===== src/rtl/huff_bit_packer.sv =====
// Huffman bit packer: holds the encoder's code table, maps each symbol to its
// variable-length code and packs the codes MSB-first into a byte stream.
module huff_bit_packer #(
    parameter int CHAR_COUNT = 3,
    parameter int CODE_W     = 3
) (
    input  logic                         clk,
    input  logic                         reset,
    input  logic                         tbl_load,
    input  logic [CHAR_COUNT*8-1:0]      tbl_char,
    input  logic [CHAR_COUNT*CODE_W-1:0] tbl_value,
    input  logic [CHAR_COUNT*CODE_W-1:0] tbl_mask,
    input  logic                         sym_valid,
    output logic                         sym_ready,
    input  logic [7:0]                   sym_data,
    input  logic                         sym_last,
    output logic                         out_valid,
    input  logic                         out_ready,
    output logic [7:0]                   out_byte,
    output logic                         out_last,
    output logic [3:0]                   out_nbits,
    output logic                         sym_miss,
    output logic                         busy,
    output logic [1:0]                   dbg_state
);

    // Handshakes: a transfer happens on a rising edge where valid and ready
    // are both high; the producer holds its payload stable until then.

    localparam int ACC_W = 8 + CODE_W;

    typedef enum logic [1:0] {
        ST_IDLE  = 2'd0,
        ST_READY = 2'd1,
        ST_RUN   = 2'd2,
        ST_FLUSH = 2'd3
    } state_t;

    state_t            state;
    logic [7:0]        char_q  [CHAR_COUNT];
    logic [CODE_W-1:0] value_q [CHAR_COUNT];
    logic [CODE_W-1:0] mask_q  [CHAR_COUNT];
    logic [ACC_W-1:0]  acc;
    logic [3:0]        cnt;
    logic              miss_q;

    logic              hit;
    logic [CODE_W-1:0] hit_value;
    logic [3:0]        hit_len;
    logic              sym_fire;
    logic              out_fire;
    logic              load_ok;
    logic [7:0]        full_byte;
    logic [7:0]        pad_byte;

    function automatic logic [3:0] popcount(input logic [CODE_W-1:0] m);
        logic [3:0] n;
        n = '0;
        for (int i = 0; i < CODE_W; i++) begin
            n = n + {3'b000, m[i]};
        end
        return n;
    endfunction

    // Scan from the top so the lowest matching index wins.
    always_comb begin
        hit       = 1'b0;
        hit_value = '0;
        hit_len   = '0;
        for (int i = CHAR_COUNT - 1; i >= 0; i--) begin
            if (mask_q[i] != '0 && char_q[i] == sym_data) begin
                hit       = 1'b1;
                hit_value = value_q[i] & mask_q[i];
                hit_len   = popcount(mask_q[i]);
            end
        end
    end

    assign full_byte = 8'(acc >> (cnt - 4'd8));
    assign pad_byte  = 8'(acc << (4'd8 - cnt));

    assign sym_ready = (state == ST_READY || state == ST_RUN) && (cnt < 4'd8);
    assign sym_fire  = sym_valid && sym_ready;
    assign out_fire  = out_valid && out_ready;
    assign load_ok   = tbl_load && (state == ST_IDLE || state == ST_READY);
    assign busy      = (state == ST_RUN) || (state == ST_FLUSH);
    assign sym_miss  = miss_q;
    assign dbg_state = state;

    // FLUSH always ends on a byte flagged last; with nothing left to send
    // (cnt == 0) that byte is an empty 0x00 with nbits = 0.
    always_comb begin
        out_valid = 1'b0;
        out_byte  = 8'h00;
        out_last  = 1'b0;
        out_nbits = 4'd0;
        case (state)
            ST_RUN: begin
                if (cnt >= 4'd8) begin
                    out_valid = 1'b1;
                    out_byte  = full_byte;
                    out_nbits = 4'd8;
                end
            end
            ST_FLUSH: begin
                out_valid = 1'b1;
                if (cnt >= 4'd8) begin
                    out_byte  = full_byte;
                    out_nbits = 4'd8;
                    out_last  = (cnt == 4'd8);
                end else begin
                    out_byte  = (cnt == 4'd0) ? 8'h00 : pad_byte;
                    out_nbits = cnt;
                    out_last  = 1'b1;
                end
            end
            default: begin
                out_valid = 1'b0;
            end
        endcase
    end

    always_ff @(posedge clk) begin
        if (reset) begin
            state  <= ST_IDLE;
            acc    <= '0;
            cnt    <= '0;
            miss_q <= 1'b0;
            for (int i = 0; i < CHAR_COUNT; i++) begin
                char_q[i]  <= '0;
                value_q[i] <= '0;
                mask_q[i]  <= '0;
            end
        end else begin
            miss_q <= sym_fire && !hit;

            if (load_ok) begin
                for (int i = 0; i < CHAR_COUNT; i++) begin
                    char_q[i]  <= tbl_char[i*8 +: 8];
                    value_q[i] <= tbl_value[i*CODE_W +: CODE_W];
                    mask_q[i]  <= tbl_mask[i*CODE_W +: CODE_W];
                end
                if (state == ST_IDLE) begin
                    state <= ST_READY;
                end
            end

            // Accept and emit are mutually exclusive (cnt < 8 vs cnt >= 8).
            if (sym_fire) begin
                if (hit) begin
                    acc <= (acc << hit_len) | {{(ACC_W-CODE_W){1'b0}}, hit_value};
                    cnt <= cnt + hit_len;
                end
                state <= sym_last ? ST_FLUSH : ST_RUN;
            end else if (out_fire) begin
                if (out_last) begin
                    state <= ST_READY;
                    acc   <= '0;
                    cnt   <= '0;
                end else begin
                    cnt <= cnt - 4'd8;
                end
            end
        end
    end

endmodule


===== config.mk =====
export PLATFORM = sky130hd
export DESIGN_NAME = huff_bit_packer
export DESIGN_NICKNAME = d
export VERILOG_FILES = /design/src/rtl/huff_bit_packer.sv
export SDC_FILE = /design/constraint.sdc
export NUM_CORES = 1
export LEC_CHECK = 0
export BUFFER_PORTS_ARGS = -buffer_cell sky130_fd_sc_hd__buf_2
export CORE_MARGIN = 5
export CORE_UTILIZATION = 55
export DETAILED_ROUTE_END_ITERATION = 16
export PLACE_DENSITY = 0.9
export SLEW_MARGIN = 25
export SYNTH_ARGS = -nofsm -noshare
export SYNTH_HDL_FRONTEND = slang
export SYNTH_SLANG_ARGS = --single-unit

===== constraint.sdc =====
create_clock -name clk -period 4.17 [get_ports clk]
set_clock_uncertainty 0.15 [all_clocks]
set_input_delay 0.6255 -clock clk [delete_from_list [all_inputs] [get_ports clk]]
set_output_delay 0.6255 -clock clk [all_outputs]
set_load 0.01 [all_outputs]

==> reports/qor.txt <==
status - completed
Worst setup SP type - register
first-pass GRT wire length - 14.9 mm
Fin. Hold Viols - 0
Post-synth ARST share - 0%
nets - 539
uppermost routed layer - met4
largest net degree at the start of global routing - 43
Hold Path Class - register to register
WS Path Type - register to output port
ANT nets after route - 0
complex-gate fraction of the synthesized area - 13.8%
P_sw - 0.000449 W
LEAKAGE - 1.81 nW
setup_tns - 0 ps
min cycle time layout - 3750 ps
cell area after layout - 4550 um^2
number of buffers inserted by port buffering - 74
Chip Height - 94.7 um
Worst-Margin Slew - 963 ps
DRT iter0 DRCs - 210
Initial Util - 57.1%
H-tree depth - 3
final period utilization - 89.8%
Clock Path Buffers - 2
cell count after synthesis - 405
DR vias - 3,212
Clock transition at path regs - 60 ps
DP Wirelength - 6.80 mm
CTS tree - done
Mapped Nets - 473
hold path cells - 2
data required time of the worst path - 3390 ps
Area growth, synth to finish - 15.3%
Unique masters post-synth - 62
post-synthesis adder-cell area fraction - 4.57%
I/O Pins - 75
WL met2 - 4.25 mm
vias per cell - 5.63
fmax - 0.267 GHz
mapped cell area - 3950 um^2
share of post-route cells with drive strength above 1 - 23.4%
post-CTS sizing - 0
Synth Flop Type - edfxtp_1
Post-Route M1 WL - 3.76 mm
Antenna Cells - 0
RSZ-0062 raised after global routing - false
root buf cell - clkbuf_8
sequential power share - 49.5%
Worst Path Arrival - 2970 ps
sequential element share of the synthesized area - 41.1%
Die Footprint - 8970 um^2
Post-route DRC - 0
Post-Synth XOR/XNOR Area - 5.99%
Rows - 30
clock sink count - 60
fin. max-slew vios - 0
DP Area - 4370 um^2
Die Width - 94.7 um
Clock power frac - 30.6%
gpl congestion - 0.906
Max-Cap Viols - 0
largest family of logic cells by synthesized area - simple AND/OR/NAND/NOR gates
mux contribution to synthesized area - 7.13%
number of global-route vias before repair - 3,238
total track usage - 21.1%
YS warnings - 0
Internal - 0.00113 W
initial antenna violation count - 0
Crit. End Element - output port
wire length on met3 - 666 um
Pwr Density - 347 nW/um^2
slew margin rel. - 35.8%
core area - 6910 um^2
Routed WL per cell - 15.6 um
Post-synth EDFFs - 42
CTS Buf Count - 9
drt pass-1 iters - 4
setup bufs post-CTS - 0
Post-Synth Simple-Gate Area - 23.6%
Sw Share - 28.4%
Seq cells post-synth - 60
clock latency at the later pin of the worst-skew pair - 340 ps
grt ovf - 0
Reg2Reg Depth - 11
# hold bufs at CTS - 0
endpoints failing setup - 0
Comb power frac - 19.9%
Mean Syn Cell Area - 9.74 um^2
WL final - 8.88 mm
VDD IR-drop max - 0.290 mV
worst-path maximum fanout - 17
==> stage by stage <==
stage | hold WS [ps] | worst slack (ps) | util, % | cells | power (W)
floorplan | 327 | 912 | - | 405 | 0.000994
global placement | 353 | 871 | 63.3 | 556 | 0.00109
detailed placement | 384 | 810 | 63.3 | 556 | 0.00111
CTS | 392 | 465 | 65.9 | 571 | 0.00159
global route | 398 | 251 | 65.9 | 571 | 0.00166
finish | 389 | 425 | 65.9 | 571 | 0.00158
==> flip-flops by register name, summed over array words and instances (netlist names) <==
register,flops
cnt,4
dbg_state,2
sym_miss,1
char_q,24
mask_q,9
value_q,9
acc,11
==> cell families after synthesis <==
logic type | Yosys count
AO/OA/AOI/OAI | 73
XOR/XNOR | 27
adder cells (fa/ha/maj) | 12
buffers and inverters | 38
flip-flops | 60
multiplexers | 24
AND/OR/NAND/NOR | 171
==> synth_stat cells, types with 2 or more instances <==
cell	instances	area, um^2
a31oi_1	11	68.8
o211ai_1	3	22.5
a221o_1	4	40.0
and2_1	50	313
inv_2	2	7.51
clkbuf_2	3	15.0
a211o_1	2	17.5
nor3b_1	3	22.5
o21ai_0	10	50.1
edfxtp_1	42	1260
mux2i_1	18	180
nand2b_1	3	18.8
a31oi_4	2	42.5
a21oi_1	17	85.1
nor4_1	3	18.8
nor2_1	33	124
xor2_1	22	193
inv_1	14	52.6
nand4_1	4	25.0
and3_1	4	25.0
nand3_1	8	40.0
nor2b_1	3	18.8
or2_2	2	12.5
clkbuf_1	17	63.8
fa_1	4	80.1
nand3b_1	4	30.0
o31a_1	2	17.5
a211oi_1	3	22.5
ha_1	8	100
o22ai_1	6	37.5
nand2_1	32	120
dfxtp_1	18	360
mux2_2	3	33.8
nor3_1	8	40.0
or3_1	4	25.0
xnor2_1	5	43.8
mux4_2	3	67.6
==> layer usage <==
metal / vias to the layer above / GRT usage [%]
met2: 127 / 34.9
li1: 1587 / -
met1: 1482 / 26.4
met4: 0 / 8.77
met3: 16 / 5.18
met5: - / 0
==> placed cells by master (no fill, tap or decap), types with 4 or more instances in the layout <==
cell type	instances
a21oi_1	17
a221o_1	4
a31oi_1	11
and2_1	50
and3_1	4
buf_2	74
clkbuf_8	9
dfxtp_1	18
edfxtp_1	42
fa_1	4
ha_1	8
inv_1	14
mux2i_1	18
nand2_1	32
nand3_1	8
nand3b_1	4
nand4_1	4
nor2_1	33
nor3_1	8
o21ai_0	10
o22ai_1	6
or3_1	4
xnor2_1	5
xor2_1	22
==> power groups by stage <==
stage                     Combinational, W  Clock [W]  Sequential (W)
after global routing              0.000351   0.000514        0.000791
after detailed placement          0.000313          0        0.000796
after floorplan                   0.000208          0        0.000786
final                             0.000314   0.000484        0.000782
after global placement            0.000300          0        0.000789
after CTS                         0.000316   0.000489        0.000783
==> path summary, 6_finish.rpt <==
kind | from | slack, ps | endpoint
worst max-delay path | cnt[1] | 420 | out_byte[7]
worst min-delay path | acc[10] | 390 | acc[10]
worst max register to register | mask_q[0][7] | 960 | cnt[1]
worst min register to register | acc[10] | 390 | acc[10]
==> critical path, cell delays in order (launching register included) <==
cell and delay [ps]:
dfxtp_1 780, inv_1 220, ha_1 550, mux2_2 390, a21oi_1 210, nor2_1 80
a21oi_1 130, o32ai_1 90, buf_2 170
==> cell type report <==
type | count | area, um^2
clock inverter | 6 | 56.3
fill | 562 | 2350
timing repair buffer | 77 | 393
tap | 96 | 120
multi-input combinational | 307 | 2180
sequential | 60 | 1620
inverter | 16 | 60.1
clock buffer | 9 | 124
Note: power is estimated with default switching activity, not from simulation.
